[config.mk]
export PLATFORM = sky130hd
export DESIGN_NAME = instr_fetch_flat
export DESIGN_NICKNAME = d
export VERILOG_FILES = /design/src/rtl/instr_fetch_pkg.sv /design/src/rtl/instr_fetch_if.sv /design/src/rtl/instr_fetch_fifo.sv /design/src/rtl/instr_fetch.sv /design/src/flat_wrapper.sv
export SDC_FILE = /design/constraint.sdc
export NUM_CORES = 1
export LEC_CHECK = 0
export ABC_AREA = 1
export CAP_MARGIN = 25
export CORE_MARGIN = 2
export CORE_UTILIZATION = 32
export CTS_BUF_LIST = sky130_fd_sc_hd__clkbuf_8
export DETAILED_ROUTE_END_ITERATION = 10
export PLACE_DENSITY = 0.59
export SETUP_SLACK_MARGIN = 0.2
export SLEW_MARGIN = 25
export SYNTH_ARGS = -nofsm -noshare
export SYNTH_HDL_FRONTEND = slang
export SYNTH_SLANG_ARGS = --single-unit
export TNS_END_PERCENT = 20
[constraint.sdc]
create_clock -name clk -period 4.2 [get_ports clk]
set_clock_uncertainty 0.1 [all_clocks]
set_input_delay 0.84 -clock clk [delete_from_list [all_inputs] [get_ports clk]]
set_output_delay 0.84 -clock clk [all_outputs]
set_load 0.005 [all_outputs]
[src/rtl/instr_fetch_pkg.sv]
// ---------------------------------------------------------------------------
// instr_fetch_pkg
// Shared types and constants for the instruction fetch front end.
//   INSTR_W         width of one instruction word
//   DEFAULT_ADDR_W  word-address width the stage is normally built with
//   FetchState      fetch FSM states (normal run / one-cycle redirect bubble)
//   FetchEntry      one buffered fetch result {instruction word, its PC}
// ---------------------------------------------------------------------------
package instr_fetch_pkg;

    localparam int INSTR_W        = 32;
    localparam int DEFAULT_ADDR_W = 8;

    typedef enum logic [0:0] {
        FS_RUN      = 1'b0,
        FS_REDIRECT = 1'b1
    } FetchState;

    // The top level re-declares this layout at its own ADDR_W; this one is
    // the default element type of the output buffer.
    typedef struct packed {
        logic [INSTR_W-1:0]        instr;
        logic [DEFAULT_ADDR_W-1:0] pc;
    } FetchEntry;

endpackage

[src/rtl/instr_fetch_if.sv]
// ---------------------------------------------------------------------------
// instr_fetch_if
// Bundles every non-clock/reset signal of the fetch stage.
//   imem_en / imem_addr / imem_data          synchronous instruction memory
//   branch_taken / branch_pc / branch_delta  redirect request from Execute
//   out_valid / out_ready / out_instr / out_pc  handshake towards Decode
// Modports:
//   master  the fetch stage itself
//   slave   its environment (memory, Execute and Decode)
// ---------------------------------------------------------------------------
interface instr_fetch_if #(
    parameter int ADDR_W = 8
);
    import instr_fetch_pkg::*;

    logic               imem_en;
    logic [ADDR_W-1:0]  imem_addr;
    logic [INSTR_W-1:0] imem_data;

    logic               branch_taken;
    logic [ADDR_W-1:0]  branch_pc;
    logic [31:0]        branch_delta;

    logic               out_valid;
    logic               out_ready;
    logic [INSTR_W-1:0] out_instr;
    logic [ADDR_W-1:0]  out_pc;

    modport master (
        output imem_en,
        output imem_addr,
        input  imem_data,
        input  branch_taken,
        input  branch_pc,
        input  branch_delta,
        output out_valid,
        input  out_ready,
        output out_instr,
        output out_pc
    );

    modport slave (
        input  imem_en,
        input  imem_addr,
        output imem_data,
        output branch_taken,
        output branch_pc,
        output branch_delta,
        input  out_valid,
        output out_ready,
        input  out_instr,
        input  out_pc
    );

endinterface

[src/rtl/instr_fetch_fifo.sv]
// ---------------------------------------------------------------------------
// instr_fetch_fifo
// Small circular buffer holding fetched words until Decode takes them.
// Ports:
//   clk, rst_n   clock and synchronous active-low reset
//   flush        synchronous clear; wins over push and pop in the same cycle
//   push         write push_data (ignored when full unless a pop frees a slot)
//   push_data    entry to write
//   pop          discard the head entry (ignored when empty)
//   head         entry at the head of the buffer
//   valid        buffer holds at least one entry
//   count        number of entries held
// ---------------------------------------------------------------------------
module instr_fetch_fifo
    import instr_fetch_pkg::*;
#(
    parameter int  DEPTH   = 2,
    parameter type entry_t = FetchEntry,
    localparam int PTR_W   = (DEPTH > 1) ? $clog2(DEPTH) : 1,
    localparam int CNT_W   = PTR_W + 1
) (
    input  logic             clk,
    input  logic             rst_n,
    input  logic             flush,
    input  logic             push,
    input  entry_t           push_data,
    input  logic             pop,
    output entry_t           head,
    output logic             valid,
    output logic [CNT_W-1:0] count
);

    entry_t            mem [DEPTH];
    logic [PTR_W-1:0]  rd_ptr;
    logic [PTR_W-1:0]  wr_ptr;
    logic              do_push;
    logic              do_pop;

    // A push into a full buffer is still accepted when the head leaves in
    // the same cycle, which is what keeps one word per cycle flowing.
    always_comb begin
        do_pop  = rst_n && !flush && pop && (count != '0);
        do_push = rst_n && !flush && push &&
                  ((count != CNT_W'(DEPTH)) || do_pop);
    end

    // Pointers and occupancy; DEPTH is a power of two so pointers wrap freely.
    always_ff @(posedge clk) begin
        if (!rst_n || flush) begin
            rd_ptr <= '0;
            wr_ptr <= '0;
            count  <= '0;
        end else begin
            if (do_push) begin
                wr_ptr <= wr_ptr + PTR_W'(1);
            end
            if (do_pop) begin
                rd_ptr <= rd_ptr + PTR_W'(1);
            end
            count <= count + CNT_W'(do_push) - CNT_W'(do_pop);
        end
    end

    // Storage needs no reset: nothing is read out while count is zero.
    always_ff @(posedge clk) begin
        if (do_push) begin
            mem[wr_ptr] <= push_data;
        end
    end

    always_comb begin
        head  = mem[rd_ptr];
        valid = (count != '0);
    end

endmodule

[src/rtl/instr_fetch.sv]
// ---------------------------------------------------------------------------
// instr_fetch
// Front-end stage: owns the program counter, reads a synchronous instruction
// memory (data returns the cycle after imem_en), buffers results in a small
// FIFO and hands them to Decode over a valid/ready handshake. A taken branch
// from Execute redirects the PC to branch_pc + branch_delta (modulo
// 2**ADDR_W), flushes the buffer and drops the read that is in flight.
// Parameters:
//   ADDR_W      word-address width, PC wraps modulo 2**ADDR_W
//   RESET_PC    PC loaded on reset
//   FIFO_DEPTH  output buffer entries (power of two, >= 2)
// Ports:
//   clk    single clock, rising edge
//   rst_n  synchronous active-low reset
//   bus    instr_fetch_if.master: memory, branch and Decode signals
// ---------------------------------------------------------------------------
module instr_fetch
    import instr_fetch_pkg::*;
#(
    parameter int                ADDR_W     = DEFAULT_ADDR_W,
    parameter logic [ADDR_W-1:0] RESET_PC   = '0,
    parameter int                FIFO_DEPTH = 2
) (
    input  logic          clk,
    input  logic          rst_n,
    instr_fetch_if.master bus
);

    localparam int PTR_W = (FIFO_DEPTH > 1) ? $clog2(FIFO_DEPTH) : 1;
    localparam int CNT_W = PTR_W + 1;
    localparam int OCC_W = CNT_W + 1;

    typedef struct packed {
        logic [INSTR_W-1:0] instr;
        logic [ADDR_W-1:0]  pc;
    } entry_t;

    FetchState          state;
    logic [ADDR_W-1:0]  fetch_pc;
    logic [ADDR_W-1:0]  req_pc;
    logic               inflight;

    logic [CNT_W-1:0]   count;
    logic               fifo_valid;
    entry_t             head;
    entry_t             push_entry;

    logic               pop;
    logic               push;
    logic               room;
    logic               issue;
    logic [OCC_W-1:0]   occupancy;

    // Issue decision. Occupancy counts the read already in flight, because
    // its word lands in the buffer next edge, minus the word Decode takes
    // this cycle. A taken branch squashes the word returning right now, so
    // it is never pushed; with one-cycle memory latency that is the only
    // read that can be in flight when the redirect happens.
    always_comb begin
        pop        = fifo_valid && bus.out_ready;
        occupancy  = OCC_W'(count) + OCC_W'(inflight) - OCC_W'(pop);
        room       = occupancy < OCC_W'(FIFO_DEPTH);
        issue      = rst_n && (state == FS_RUN) && room && !bus.branch_taken;
        push       = inflight && !bus.branch_taken;
        push_entry = '{instr: bus.imem_data, pc: req_pc};
    end

    // PC, FSM and in-flight tracking. REDIRECT is a single bubble cycle that
    // gives the memory a clean slate; a further branch during it simply
    // re-targets the PC and stays there one more cycle.
    always_ff @(posedge clk) begin
        if (!rst_n) begin
            state    <= FS_RUN;
            fetch_pc <= RESET_PC;
            req_pc   <= '0;
            inflight <= 1'b0;
        end else begin
            inflight <= issue;
            if (issue) begin
                req_pc <= fetch_pc;
            end
            if (bus.branch_taken) begin
                state    <= FS_REDIRECT;
                fetch_pc <= bus.branch_pc + bus.branch_delta[ADDR_W-1:0];
            end else begin
                state <= FS_RUN;
                if (issue) begin
                    fetch_pc <= fetch_pc + ADDR_W'(1);
                end
            end
        end
    end

    instr_fetch_fifo #(
        .DEPTH   (FIFO_DEPTH),
        .entry_t (entry_t)
    ) u_fifo (
        .clk       (clk),
        .rst_n     (rst_n),
        .flush     (bus.branch_taken),
        .push      (push),
        .push_data (push_entry),
        .pop       (pop),
        .head      (head),
        .valid     (fifo_valid),
        .count     (count)
    );

    // Data outputs read as zero whenever nothing valid is presented, so
    // stale buffer contents never leak out after reset or a flush.
    always_comb begin
        bus.imem_en   = issue;
        bus.imem_addr = fetch_pc;
        bus.out_valid = fifo_valid;
        bus.out_instr = fifo_valid ? head.instr : '0;
        bus.out_pc    = fifo_valid ? head.pc    : '0;
    end

endmodule

[src/flat_wrapper.sv]
// flat-port wrapper written by rule: the top's interface ports become plain ports
module instr_fetch_flat import instr_fetch_pkg::*;
#(
    parameter int                ADDR_W     = DEFAULT_ADDR_W,
    parameter logic [ADDR_W-1:0] RESET_PC   = '0,
    parameter int                FIFO_DEPTH = 2
)
  (clk, rst_n, bus_imem_en, bus_imem_addr, bus_imem_data, bus_branch_taken, bus_branch_pc, bus_branch_delta, bus_out_valid, bus_out_ready, bus_out_instr, bus_out_pc);
  instr_fetch_if #(.ADDR_W(ADDR_W)) bus_i ();
  input  logic clk;
  input  logic rst_n;
  output wire logic [$bits(bus_i.imem_en)-1:0] bus_imem_en;
  output wire logic [$bits(bus_i.imem_addr)-1:0] bus_imem_addr;
  input wire logic [$bits(bus_i.imem_data)-1:0] bus_imem_data;
  input wire logic [$bits(bus_i.branch_taken)-1:0] bus_branch_taken;
  input wire logic [$bits(bus_i.branch_pc)-1:0] bus_branch_pc;
  input wire logic [$bits(bus_i.branch_delta)-1:0] bus_branch_delta;
  output wire logic [$bits(bus_i.out_valid)-1:0] bus_out_valid;
  input wire logic [$bits(bus_i.out_ready)-1:0] bus_out_ready;
  output wire logic [$bits(bus_i.out_instr)-1:0] bus_out_instr;
  output wire logic [$bits(bus_i.out_pc)-1:0] bus_out_pc;
  assign bus_imem_en = bus_i.imem_en;
  assign bus_imem_addr = bus_i.imem_addr;
  assign bus_i.imem_data = bus_imem_data;
  assign bus_i.branch_taken = bus_branch_taken;
  assign bus_i.branch_pc = bus_branch_pc;
  assign bus_i.branch_delta = bus_branch_delta;
  assign bus_out_valid = bus_i.out_valid;
  assign bus_i.out_ready = bus_out_ready;
  assign bus_out_instr = bus_i.out_instr;
  assign bus_out_pc = bus_i.out_pc;
  instr_fetch #(.ADDR_W(ADDR_W), .RESET_PC(RESET_PC), .FIFO_DEPTH(FIFO_DEPTH)) u_core (.clk(clk), .rst_n(rst_n), .bus(bus_i));
endmodule
==> metrics.md <==
| Metric | Value |
|---|---|
| Status | `finished, final reports clean` |
| Dpl ws | `-0.1185 ns` |
| CP Class | `in2out` |
| RSZ-0062 raised after global routing | `no` |
| Filler cell count | `about 1,300` |
| Max Freq | `0.2648 GHz` |
| H-tree depth | `3` |
| Worst skew pair latency | `~0.36 ns` |
| Die height | `around 120 um` |
| Largest net degree at the start of global routing | `41` |
| CTS Sinks | `a little over 100` |
| Post-route insts no fill | `around 700` |
| Max_cap viols | `0` |
| Reg clk slew, reported paths | `roughly 0.10 ns` |
| Final core utilization | `around 44%` |
| Setup TNS | `0 ns` |
| Worst path required time | `around 3.3 ns` |
| Critical Path AT | `around 2.8 ns` |
| Synthesized cell area | `0.004413 sq mm` |
| Die ar. | `approximately 0.015 sq mm` |
| Input/output buffers | `101` |
| Synthesized Nets | `503` |
| Setup repair bufs after CTS | `0` |
| Final worst slack | `approximately 0.42 ns` |
| Post-DP HPWL | `around 6200 um` |
| Initial antenna violation count | `0` |
| CTS Hold Buffers Added | `0` |
| Setup crit start kind | `primary input` |
| CP endpoint kind | `output pin` |
| Netlist cell types | `32` |
| Pwr Density | `around 330 mW/mm^2` |
| Max IR drop VDD | `between 0.1 and 0.15 mV` |
| Num CTS Buffers | `9` |
| Initial Util | `roughly 33%` |
| Most frequent cells in the layout | `nand2_1, clkdlybuf4s50_1, edfxtp_1` |
| Min Tclk post-route | `about 3.8 ns` |
| Initial drt markers | `288` |
| Clock root cell | `clkbuf_8` |
| Residual DRC | `0` |
| Max Slew Vio Count | `0` |
| IO Pins | `126` |
| PostCTS Resize Cnt | `5` |
| CTS tree | `yes` |
| Commonest non-fill, non-tap cell in the layout | `nand2_1` |
| Final hold vios | `0` |
| Cell count after placement | `686` |
| Core Rows | `42` |
| Nets | `between 600 and 700` |
| Grt ovf | `0` |
| Async S/R FF share, synth | `0%` |
| Number of global-route vias before repair | `~3,200` |
| Post-Route WL | `9651 um` |
| Post-Syn Instances | `415` |
| DR vias/cell | `~4.6` |
| Ant diodes | `0` |
| Post-synth EDFFs | `80` |
| Crit path max fanout | `4` |
| P&R area growth vs syn | `32.78%` |
| CTS max path bufs | `2` |
| Worst slew pin tran | `~0.56 ns` |
| Post-synthesis register bit count | `about 100` |
| Share of cells above drive strength 1 | `just under 8%` |
| Max-Slew Margin vs Limit | `between 60% and 70%` |
| Sequential element share of the synthesized area | `between 60% and 70%` |
| Worst hold path type | `reg2reg` |
| Tot Pwr | `about 1.9 mW` |
| Sequential cell area | `0.002863 sq mm` |
| Period utilization | `roughly 90%` |
| Static Leakage | `between 2 and 2.5 nW` |
| Mean Syn Cell Area | `between 10 and 15 sq um` |
| Total global-route track usage | `13.30%` |
| Synth Flop Type | `edfxtp_1` |
| Pre-antenna DRT Iters | `4` |
| GPL Wtd Cong | `between 0.8 and 0.9` |
| Multi-input gate area | `around 0.0014 sq mm` |
| Die X-Extent | `approximately 120 um` |
| ANT nets after route | `0` |
| Final setup viols | `0` |
| Core area | `0.01335 sq mm` |
| Post-DR wirelength/cell | `13.75 um` |
| Synth Warn # | `0` |
| Vias | `3,216` |
| First-pass GRT wire length | `between 15,000 and 20,000 um` |
-- final cells by class --
type | count | share of cell area, %
clock buffer | 9 | 2.114
clock inverter | 7 | 1.196
inverter | 30 | 1.965
timing repair buffer | 111 | 18.75
sequential | 103 | 48.86
multi-input combinational | 266 | 23.36
tap | 176 | 3.758
-- through the flow --
stage          hold slack, ns  cell area [sq um]
6_report               0.3596               5859
5_1_grt                0.3762               5859
4_1_cts                0.3667               5859
3_5_place_dp           0.3398               5665
3_3_place_gp           0.3295               5665
2_1_floorplan          0.3203               4413
-- metal layers --
| layer | vias to the layer above | track usage [%] | wire (um) | share of wire, % |
|---|---|---|---|---|
| met5 | - | 0 | 0 | 0 |
| met4 | 0 | 4.741 | 119 | 1.2 |
| met3 | 9 | 2.679 | 597 | 6.2 |
| met2 | 89 | 22.82 | 4510 | 47 |
| met1 | 1501 | 16.64 | 4423 | 46 |
| li1 | 1617 | - | - | - |
-- flip-flops by register name, summed over array words and instances, names as in the netlist, named ones only --
signal	flops
u_core.req_pc	8
u_core.inflight	1
u_core.bus.imem_addr	8
u_core.u_fifo.rd_ptr	1
u_core.u_fifo.mem	80
u_core.u_fifo.wr_ptr	1
u_core.u_fifo.count	2
u_core.state	1
-- cells in the mapped netlist, types with 2 or more instances --
| library cell | number | area, sq um |
|---|---|---|
| a21oi_1 | 56 | 280.3 |
| buf_2 | 5 | 25.02 |
| clkbuf_1 | 9 | 33.78 |
| dfxtp_1 | 23 | 460.4 |
| edfxtp_1 | 80 | 2402 |
| fa_1 | 2 | 40.04 |
| ha_1 | 10 | 125.1 |
| inv_1 | 28 | 105.1 |
| nand2_1 | 115 | 431.7 |
| nand2_2 | 2 | 12.51 |
| nand2_4 | 2 | 22.52 |
| nand3_1 | 10 | 50.05 |
| nand3b_1 | 2 | 15.01 |
| nor2_1 | 24 | 90.09 |
| nor2_4 | 2 | 22.52 |
| o21ai_0 | 20 | 100.1 |
| or2_2 | 2 | 12.51 |
| xnor2_1 | 6 | 52.55 |
| xor2_1 | 4 | 35.03 |
-- worst max-delay path, cell delays in order --
cell,delay (ns)
dlygate4sd2_1,0.25
nand2_2,0.10
inv_2,0.05
ha_1,0.25
or2_2,0.30
fa_1,0.49
nand2_1,0.06
nor2_2,0.09
nand2_2,0.08
nor2_4,0.11
clkdlybuf4s15_2,0.22
-- report_power, final --
part           internal [mW]  switching [mW]
logic                 0.0994          0.0819
clock network          0.278           0.338
registers               1.12          0.0171
total                   1.49           0.437
-- worst paths after layout --
check / start / end / slack (ns) / cells after the start
setup / recovery: bus_out_ready / bus_imem_en / 0.42 / 11
hold / removal: u_core.req_pc[6] / u_core.u_fifo.mem[0][6] / 0.36 / 0
setup reg to reg: u_core.u_fifo.count[1] / u_core.req_pc[5] / 1.30 / 14
hold reg to reg: u_core.req_pc[6] / u_core.u_fifo.mem[0][6] / 0.36 / 0
-- cells by family after synthesis --
family / Yosys count / synth area share (%)
and+or+nand+nor: 163 / 15.51
DFF: 103 / 64.87
buffers and inverters: 46 / 4.281
AOI/OAI and AO/OA: 81 / 9.612
adders and majority gates: 12 / 3.743
xor gates and xnor gates: 10 / 1.985
(Power assumes the default switching activity.)
